### src/rtl/uart_tx_pkg.sv
// Shared types and helpers for the APB UART transmit engine.
// Holds the FSM state encoding, parity selector, length clamp and masked parity.
package uart_tx_pkg;

    typedef enum logic [2:0] {
        ST_IDLE,
        ST_START,
        ST_DATA,
        ST_PARITY,
        ST_STOP1,
        ST_STOP2,
        ST_BREAK,
        ST_MARK
    } tx_state_e;

    typedef enum logic [1:0] {
        PAR_ODD    = 2'b00,
        PAR_EVEN   = 2'b01,
        PAR_STICK1 = 2'b10,
        PAR_STICK0 = 2'b11
    } parity_type_e;

    localparam int MIN_CHAR_LEN = 5;
    localparam int MAX_DATA_W   = 16;

    // Out-of-range lengths saturate rather than wrap.
    function automatic logic [3:0] clamp_len(input logic [3:0] len, input int maxLen);
        int l;
        logic [3:0] result;
        l = int'(len);
        result = len;
        if (l < MIN_CHAR_LEN) begin
            result = 4'(MIN_CHAR_LEN);
        end else if (l > maxLen) begin
            result = 4'(maxLen);
        end
        return result;
    endfunction

    function automatic logic masked_parity(input logic [MAX_DATA_W-1:0] data,
                                           input logic [3:0] len,
                                           input parity_type_e ptype);
        logic x;
        logic result;
        x = 1'b0;
        for (int i = 0; i < MAX_DATA_W; i++) begin
            if (i < int'(len)) begin
                x = x ^ data[i];
            end
        end
        case (ptype)
            PAR_ODD:    result = ~x;
            PAR_EVEN:   result = x;
            PAR_STICK1: result = 1'b1;
            default:    result = 1'b0;
        endcase
        return result;
    endfunction

endpackage

### src/rtl/uart_tx_engine_bit_timer.sv
// Oversample counter: counts baud ticks and flags the tick that closes a bit period.
module uart_bit_timer #(
    parameter int OVERSAMPLE = 16
) (
    input  logic PCLK,
    input  logic PRESETn,
    input  logic clear,
    input  logic baud_tick,
    output logic bit_end
);

    localparam int CNT_W = $clog2(OVERSAMPLE);
    localparam logic [CNT_W-1:0] LAST_CNT = CNT_W'(OVERSAMPLE - 1);

    logic [CNT_W-1:0] cnt_q;

    assign bit_end = baud_tick && (cnt_q == LAST_CNT);

    // Wrap on bit_end as well so states that never change (BREAK) keep counting sanely.
    always_ff @(posedge PCLK or negedge PRESETn) begin
        if (!PRESETn) begin
            cnt_q <= '0;
        end else if (clear || bit_end) begin
            cnt_q <= '0;
        end else if (baud_tick) begin
            cnt_q <= cnt_q + CNT_W'(1);
        end
    end

endmodule

### src/rtl/uart_tx_engine.sv
// UART transmitter: valid/ready character intake, LSB-first framing with optional
// parity and 1/2 stop bits, plus break generation. txd is driven straight from a flop.
module uart_tx_engine
    import uart_tx_pkg::*;
#(
    parameter int DATA_W     = 9,
    parameter int OVERSAMPLE = 16
) (
    input  logic              PCLK,
    input  logic              PRESETn,
    input  logic              baud_tick,
    input  logic [3:0]        cfg_char_len,
    input  logic              cfg_parity_en,
    input  logic [1:0]        cfg_parity_type,
    input  logic              cfg_stop2,
    input  logic              cfg_break,
    input  logic [DATA_W-1:0] tx_data,
    input  logic              tx_valid,
    output logic              tx_ready,
    output logic              tx_busy,
    output logic              tx_done,
    output logic              txd
);

    tx_state_e            state_q, state_d;
    logic [DATA_W-1:0]    data_q;
    logic [3:0]           len_q;
    logic [3:0]           bitIdx_q, bitIdx_d;
    logic                 parEn_q;
    logic                 stop2_q;
    parity_type_e         parType_q;
    logic                 txd_q, txd_d;
    logic                 busy_q;
    logic                 done_q;
    logic                 accept;
    logic                 bitEnd;
    logic                 timerClear;
    logic                 parityBit;
    logic [MAX_DATA_W-1:0] dataExt;

    assign tx_ready   = (state_q == ST_IDLE) && !cfg_break;
    assign accept     = tx_valid && tx_ready;
    assign dataExt    = MAX_DATA_W'(data_q);
    assign parityBit  = masked_parity(dataExt, len_q, parType_q);
    assign timerClear = (state_q == ST_IDLE) || (state_d != state_q);

    assign tx_busy = busy_q;
    assign tx_done = done_q;
    assign txd     = txd_q;

    uart_bit_timer #(
        .OVERSAMPLE(OVERSAMPLE)
    ) u_bit_timer (
        .PCLK     (PCLK),
        .PRESETn  (PRESETn),
        .clear    (timerClear),
        .baud_tick(baud_tick),
        .bit_end  (bitEnd)
    );

    // Break wins over a pending character because tx_ready is already low under cfg_break.
    always_comb begin
        state_d  = state_q;
        bitIdx_d = bitIdx_q;
        case (state_q)
            ST_IDLE: begin
                if (cfg_break) begin
                    state_d = ST_BREAK;
                end else if (accept) begin
                    state_d = ST_START;
                end
            end
            ST_START: begin
                if (bitEnd) begin
                    state_d  = ST_DATA;
                    bitIdx_d = 4'd0;
                end
            end
            ST_DATA: begin
                if (bitEnd) begin
                    if (bitIdx_q == len_q - 4'd1) begin
                        state_d = parEn_q ? ST_PARITY : ST_STOP1;
                    end else begin
                        bitIdx_d = bitIdx_q + 4'd1;
                    end
                end
            end
            ST_PARITY: begin
                if (bitEnd) begin
                    state_d = ST_STOP1;
                end
            end
            ST_STOP1: begin
                if (bitEnd) begin
                    state_d = stop2_q ? ST_STOP2 : ST_IDLE;
                end
            end
            ST_STOP2: begin
                if (bitEnd) begin
                    state_d = ST_IDLE;
                end
            end
            ST_BREAK: begin
                if (!cfg_break) begin
                    state_d = ST_MARK;
                end
            end
            ST_MARK: begin
                if (bitEnd) begin
                    state_d = ST_IDLE;
                end
            end
            default: state_d = ST_IDLE;
        endcase
    end

    always_comb begin
        txd_d = 1'b1;
        case (state_d)
            ST_START, ST_BREAK: txd_d = 1'b0;
            ST_DATA:            txd_d = dataExt[bitIdx_d];
            ST_PARITY:          txd_d = parityBit;
            default:            txd_d = 1'b1;
        endcase
    end

    always_ff @(posedge PCLK or negedge PRESETn) begin
        if (!PRESETn) begin
            state_q  <= ST_IDLE;
            bitIdx_q <= 4'd0;
            txd_q    <= 1'b1;
            busy_q   <= 1'b0;
            done_q   <= 1'b0;
        end else begin
            state_q  <= state_d;
            bitIdx_q <= bitIdx_d;
            txd_q    <= txd_d;
            busy_q   <= (state_d != ST_IDLE);
            done_q   <= (state_d == ST_IDLE) &&
                        ((state_q == ST_STOP1) || (state_q == ST_STOP2));
        end
    end

    // Shadow copy keeps the frame in flight immune to later cfg/data changes.
    always_ff @(posedge PCLK or negedge PRESETn) begin
        if (!PRESETn) begin
            data_q    <= '0;
            len_q     <= 4'd0;
            parEn_q   <= 1'b0;
            parType_q <= PAR_ODD;
            stop2_q   <= 1'b0;
        end else if (accept) begin
            data_q    <= tx_data;
            len_q     <= clamp_len(cfg_char_len, DATA_W);
            parEn_q   <= cfg_parity_en;
            parType_q <= parity_type_e'(cfg_parity_type);
            stop2_q   <= cfg_stop2;
        end
    end

endmodule
### config.mk
export PLATFORM = sky130hd
export DESIGN_NAME = uart_tx_engine
export DESIGN_NICKNAME = d
export VERILOG_FILES = /design/src/rtl/uart_tx_pkg.sv /design/src/rtl/uart_tx_engine_bit_timer.sv /design/src/rtl/uart_tx_engine.sv
export SDC_FILE = /design/constraint.sdc
export NUM_CORES = 1
export LEC_CHECK = 0
export CAP_MARGIN = 0
export CORE_MARGIN = 2
export CORE_UTILIZATION = 45
export DETAILED_ROUTE_END_ITERATION = 10
export PLACE_DENSITY = 0.67
export SETUP_SLACK_MARGIN = 0.1
export SLEW_MARGIN = 20
export SYNTH_ARGS = -nofsm -noshare
export SYNTH_HDL_FRONTEND = slang
export SYNTH_SLANG_ARGS = --single-unit
### constraint.sdc
create_clock -name PCLK -period 3.6 [get_ports PCLK]
set_clock_uncertainty 0.1 [all_clocks]
set_input_delay 0.72 -clock PCLK [delete_from_list [all_inputs] [get_ports PCLK]]
set_output_delay 0.72 -clock PCLK [all_outputs]
set_load 0.01 [all_outputs]
==> flow_summary.yaml <==
floorplan:
  fp.dieH_microns: 72.1
  start_util: 0.473
  die_x_microns: 72.1
  dieArea_sq_um: 5200
  io_pins: 26
  core_area_sq_um: 4410
  std_cell_rows: 24
pwr:
  p_leak_nw: 1.06
  peakVddDrop_v: 0.000255
  p_per_area_nw_per_um2: 401
timing:
  slew_headroom: 0.530
  slew_viol_final: 0
  finalSetupTns_ns: 0
  hold_viol_final: 0
  fmax_mhz: 340
  tightest_slew_ns: 0.703
  fin_crit_sh: 0.817
  rsz0062_at_grt: "false"
  setup_viol: 0
  final.min_clock_period_ns: 2.94
synthesis:
  syn_inst: 206
  ys.flop_type: "dfrtp_1"
  ys_ff_latch: 31
  syn_area_sq_um: 2090
  async_reset_ff_frac: 1.00
  synth_edf_count: 0
  yosysTopAreaCell: "dfrtp_1"
  post_synth_most_frequent_cells: "30 x dfrtp_1, 18 x nor2_1, 16 x mux2_2, 16 x nand2_1, 11 x a21oi_1"
  synth-seq-area-share: 0.372
  synth_cell_types: 64
  synthTopCellsByArea: "dfrtp_1 36%, mux2_2 8.6%, ha_1 3.6%"
  yosysMostFrequentCell: "dfrtp_1"
  yosysTopAreaCellShare: 0.359
  postSynthAreaPerCell_sq_um: 10.1
  synth_nets: 234
  synth_warnings: 0
cts:
  clockBufferDepth: 2
  htreeDepth: 2
  numCtsBuffers: 5
  cts_hold_buffers: 0
  clockRootBuffer: "clkbuf_8"
  clk_latency_ns: 0.28
  postCtsSetupBuffers: 0
  cts_resized: 0
  path_clk_slew_ns: 0.07
  cts_num_sinks: 31
  cts_tree: "yes"
grt:
  antenna_found_initial: 0
  grt_max_degree: 32
  grt_usage: 0.180
  grt_overflow_total: 0
  grt_pass1_wl_microns: 7370
  grt_pass1_vias: 1594
worst_setup_path:
  cp-start-kind: "primary input"
  critPathMaxFanout: 6
  crit_slowest_cell: "clkdlybuf4s50_1"
  end_kind: "register"
  required_ns: 3.67
  critPathMaxStageDelay_ns: 0.58
  cpLargestDelayFamily: "simple AND/OR/NAND/NOR gates"
  crit_buf_inv: 1
  arrival_ns: 3.01
  critical_path_class: "in -> reg"
  path_cells: "clkdlybuf4s50_1, nand4_1, nor3b_2, nor2b_1, or3_1, nor4b_1, a311oi_1, o32ai_1"
finish:
  fillers: 385
  diodes: 0
  final_core_util: 0.560
  area_growth_syn_to_layout_pct: 18.5
  drive_gt1_frac: 0.162
  nNetsFinal: 262
drt:
  routed_wl_microns: 4260
  ant_nets: 0
  routedWlPerCell_microns: 14.8
  drt_iter0_drc: 106
  first_pass_iters: 4
  vias_per_cell: 5.76
  vias: 1652
  drc: 0
run_status:
  status: "completed"
placed_design:
  place_congestion: 0.805
  hpwl_microns: 3120
  portBuffers: 25
run:
  maxCapViolations: 0
hold_path:
  hold_class: "reg -> reg"
[sequential cells by signal, indices dropped and copies added (netlist names)]
| name | flops |
|---|---|
| tx_done | 1 |
| txd | 1 |
| parEn_q | 1 |
| data_q | 9 |
| state_q | 3 |
| tx_busy | 1 |
| u_bit_timer.cnt_q | 4 |
| stop2_q | 1 |
| len_q | 4 |
| bitIdx_q | 4 |
| parType_q | 2 |
[cells by family after synthesis]
family / share of synthesized area
XOR/XNOR: 0.0713
AO/OA/AOI/OAI: 0.192
AND/OR/NAND/NOR: 0.199
adder cells (fa/ha/maj): 0.0359
multiplexers: 0.0959
buffers and inverters: 0.0341
flip-flops: 0.372
[cells in the final DEF, fill, tap and decap left out, types with 2 or more instances in the layout]
| cell type | n |
|---|---|
| a21oi_1 | 11 |
| xnor2_1 | 4 |
| a31oi_1 | 2 |
| ha_1 | 6 |
| nor4b_1 | 5 |
| nand2_1 | 16 |
| dfrtp_1 | 30 |
| nand3_1 | 2 |
| clkbuf_8 | 5 |
| inv_1 | 9 |
| or3_1 | 2 |
| clkbuf_1 | 2 |
| nor2_1 | 18 |
| mux2i_1 | 2 |
| o21ai_0 | 5 |
| mux2_2 | 16 |
| clkdlybuf4s50_1 | 25 |
| xnor3_1 | 2 |
| nand2b_1 | 3 |
| a211o_1 | 7 |
| nor2b_1 | 3 |
| nor3_1 | 4 |
| xor2_1 | 6 |
| and3_1 | 4 |
| and2_1 | 2 |
| buf_4 | 3 |
| nand4_1 | 2 |
[layer usage]
metal | track usage | part of all wire
met2 | 0.276 | 0.45
met4 | 0.0587 | 0.0096
met1 | 0.257 | 0.51
met3 | 0.0333 | 0.025
met5 | 0 | 0
[per-stage QoR]
step	area, sq um	total power (W)	setup slack, ns	instances	hold WS [ns]
detailed placement	2390	0.000732	0.432	279	0.401
floorplan	2090	0.000647	1.03	206	0.324
CTS	2470	0.000997	0.690	287	0.415
global route	2470	0.00106	0.484	287	0.443
finish	2470	0.000991	0.657	287	0.406
global placement	2390	0.000731	0.457	279	0.390
[report_power, final]
group	total, W	switching, W	internal, W
registers	0.000457	0.0000611	0.000396
logic	0.000273	0.000131	0.000143
clock network	0.000261	0.000126	0.000135
total	0.000991	0.000317	0.000674
[path summary, 6_finish.rpt]
kind	from	to	slack, ns	cells after the start
worst min register to register	parType_q[0]	parType_q[0]	0.41	1
worst max register to register	len_q[0]	txd	0.70	8
worst min-delay path	parType_q[0]	parType_q[0]	0.41	1
worst max-delay path	baud_tick	txd	0.66	8
max in group asynchronous	PRESETn	txd	2.33	2
min in group asynchronous	PRESETn	u_bit_timer.cnt_q[0]	0.75	2
[cell type report]
type                            instances  area [sq um]  area share
Sequential cell                        31           777       0.314
Clock buffer                            7          76.3      0.0309
Clock inverter                          1          5.00     0.00202
Timing Repair Buffer                   28           273       0.110
Multi-Input combinational cell        158          1240       0.501
Inverter                               10          37.5      0.0152
Tap cell                               52          65.1      0.0263
[worst register-to-register path, cell delays in order, from the launching register on]
cell and delay (ns):
dfrtp_1 0.46, ha_1 0.27, and3_1 0.17, a222oi_1 0.61
o211ai_1 0.16, a2111oi_0 0.58, o21ai_0 0.18, a31oi_1 0.19
o32ai_1 0.11
Note: power is estimated with default switching activity, not from simulation.
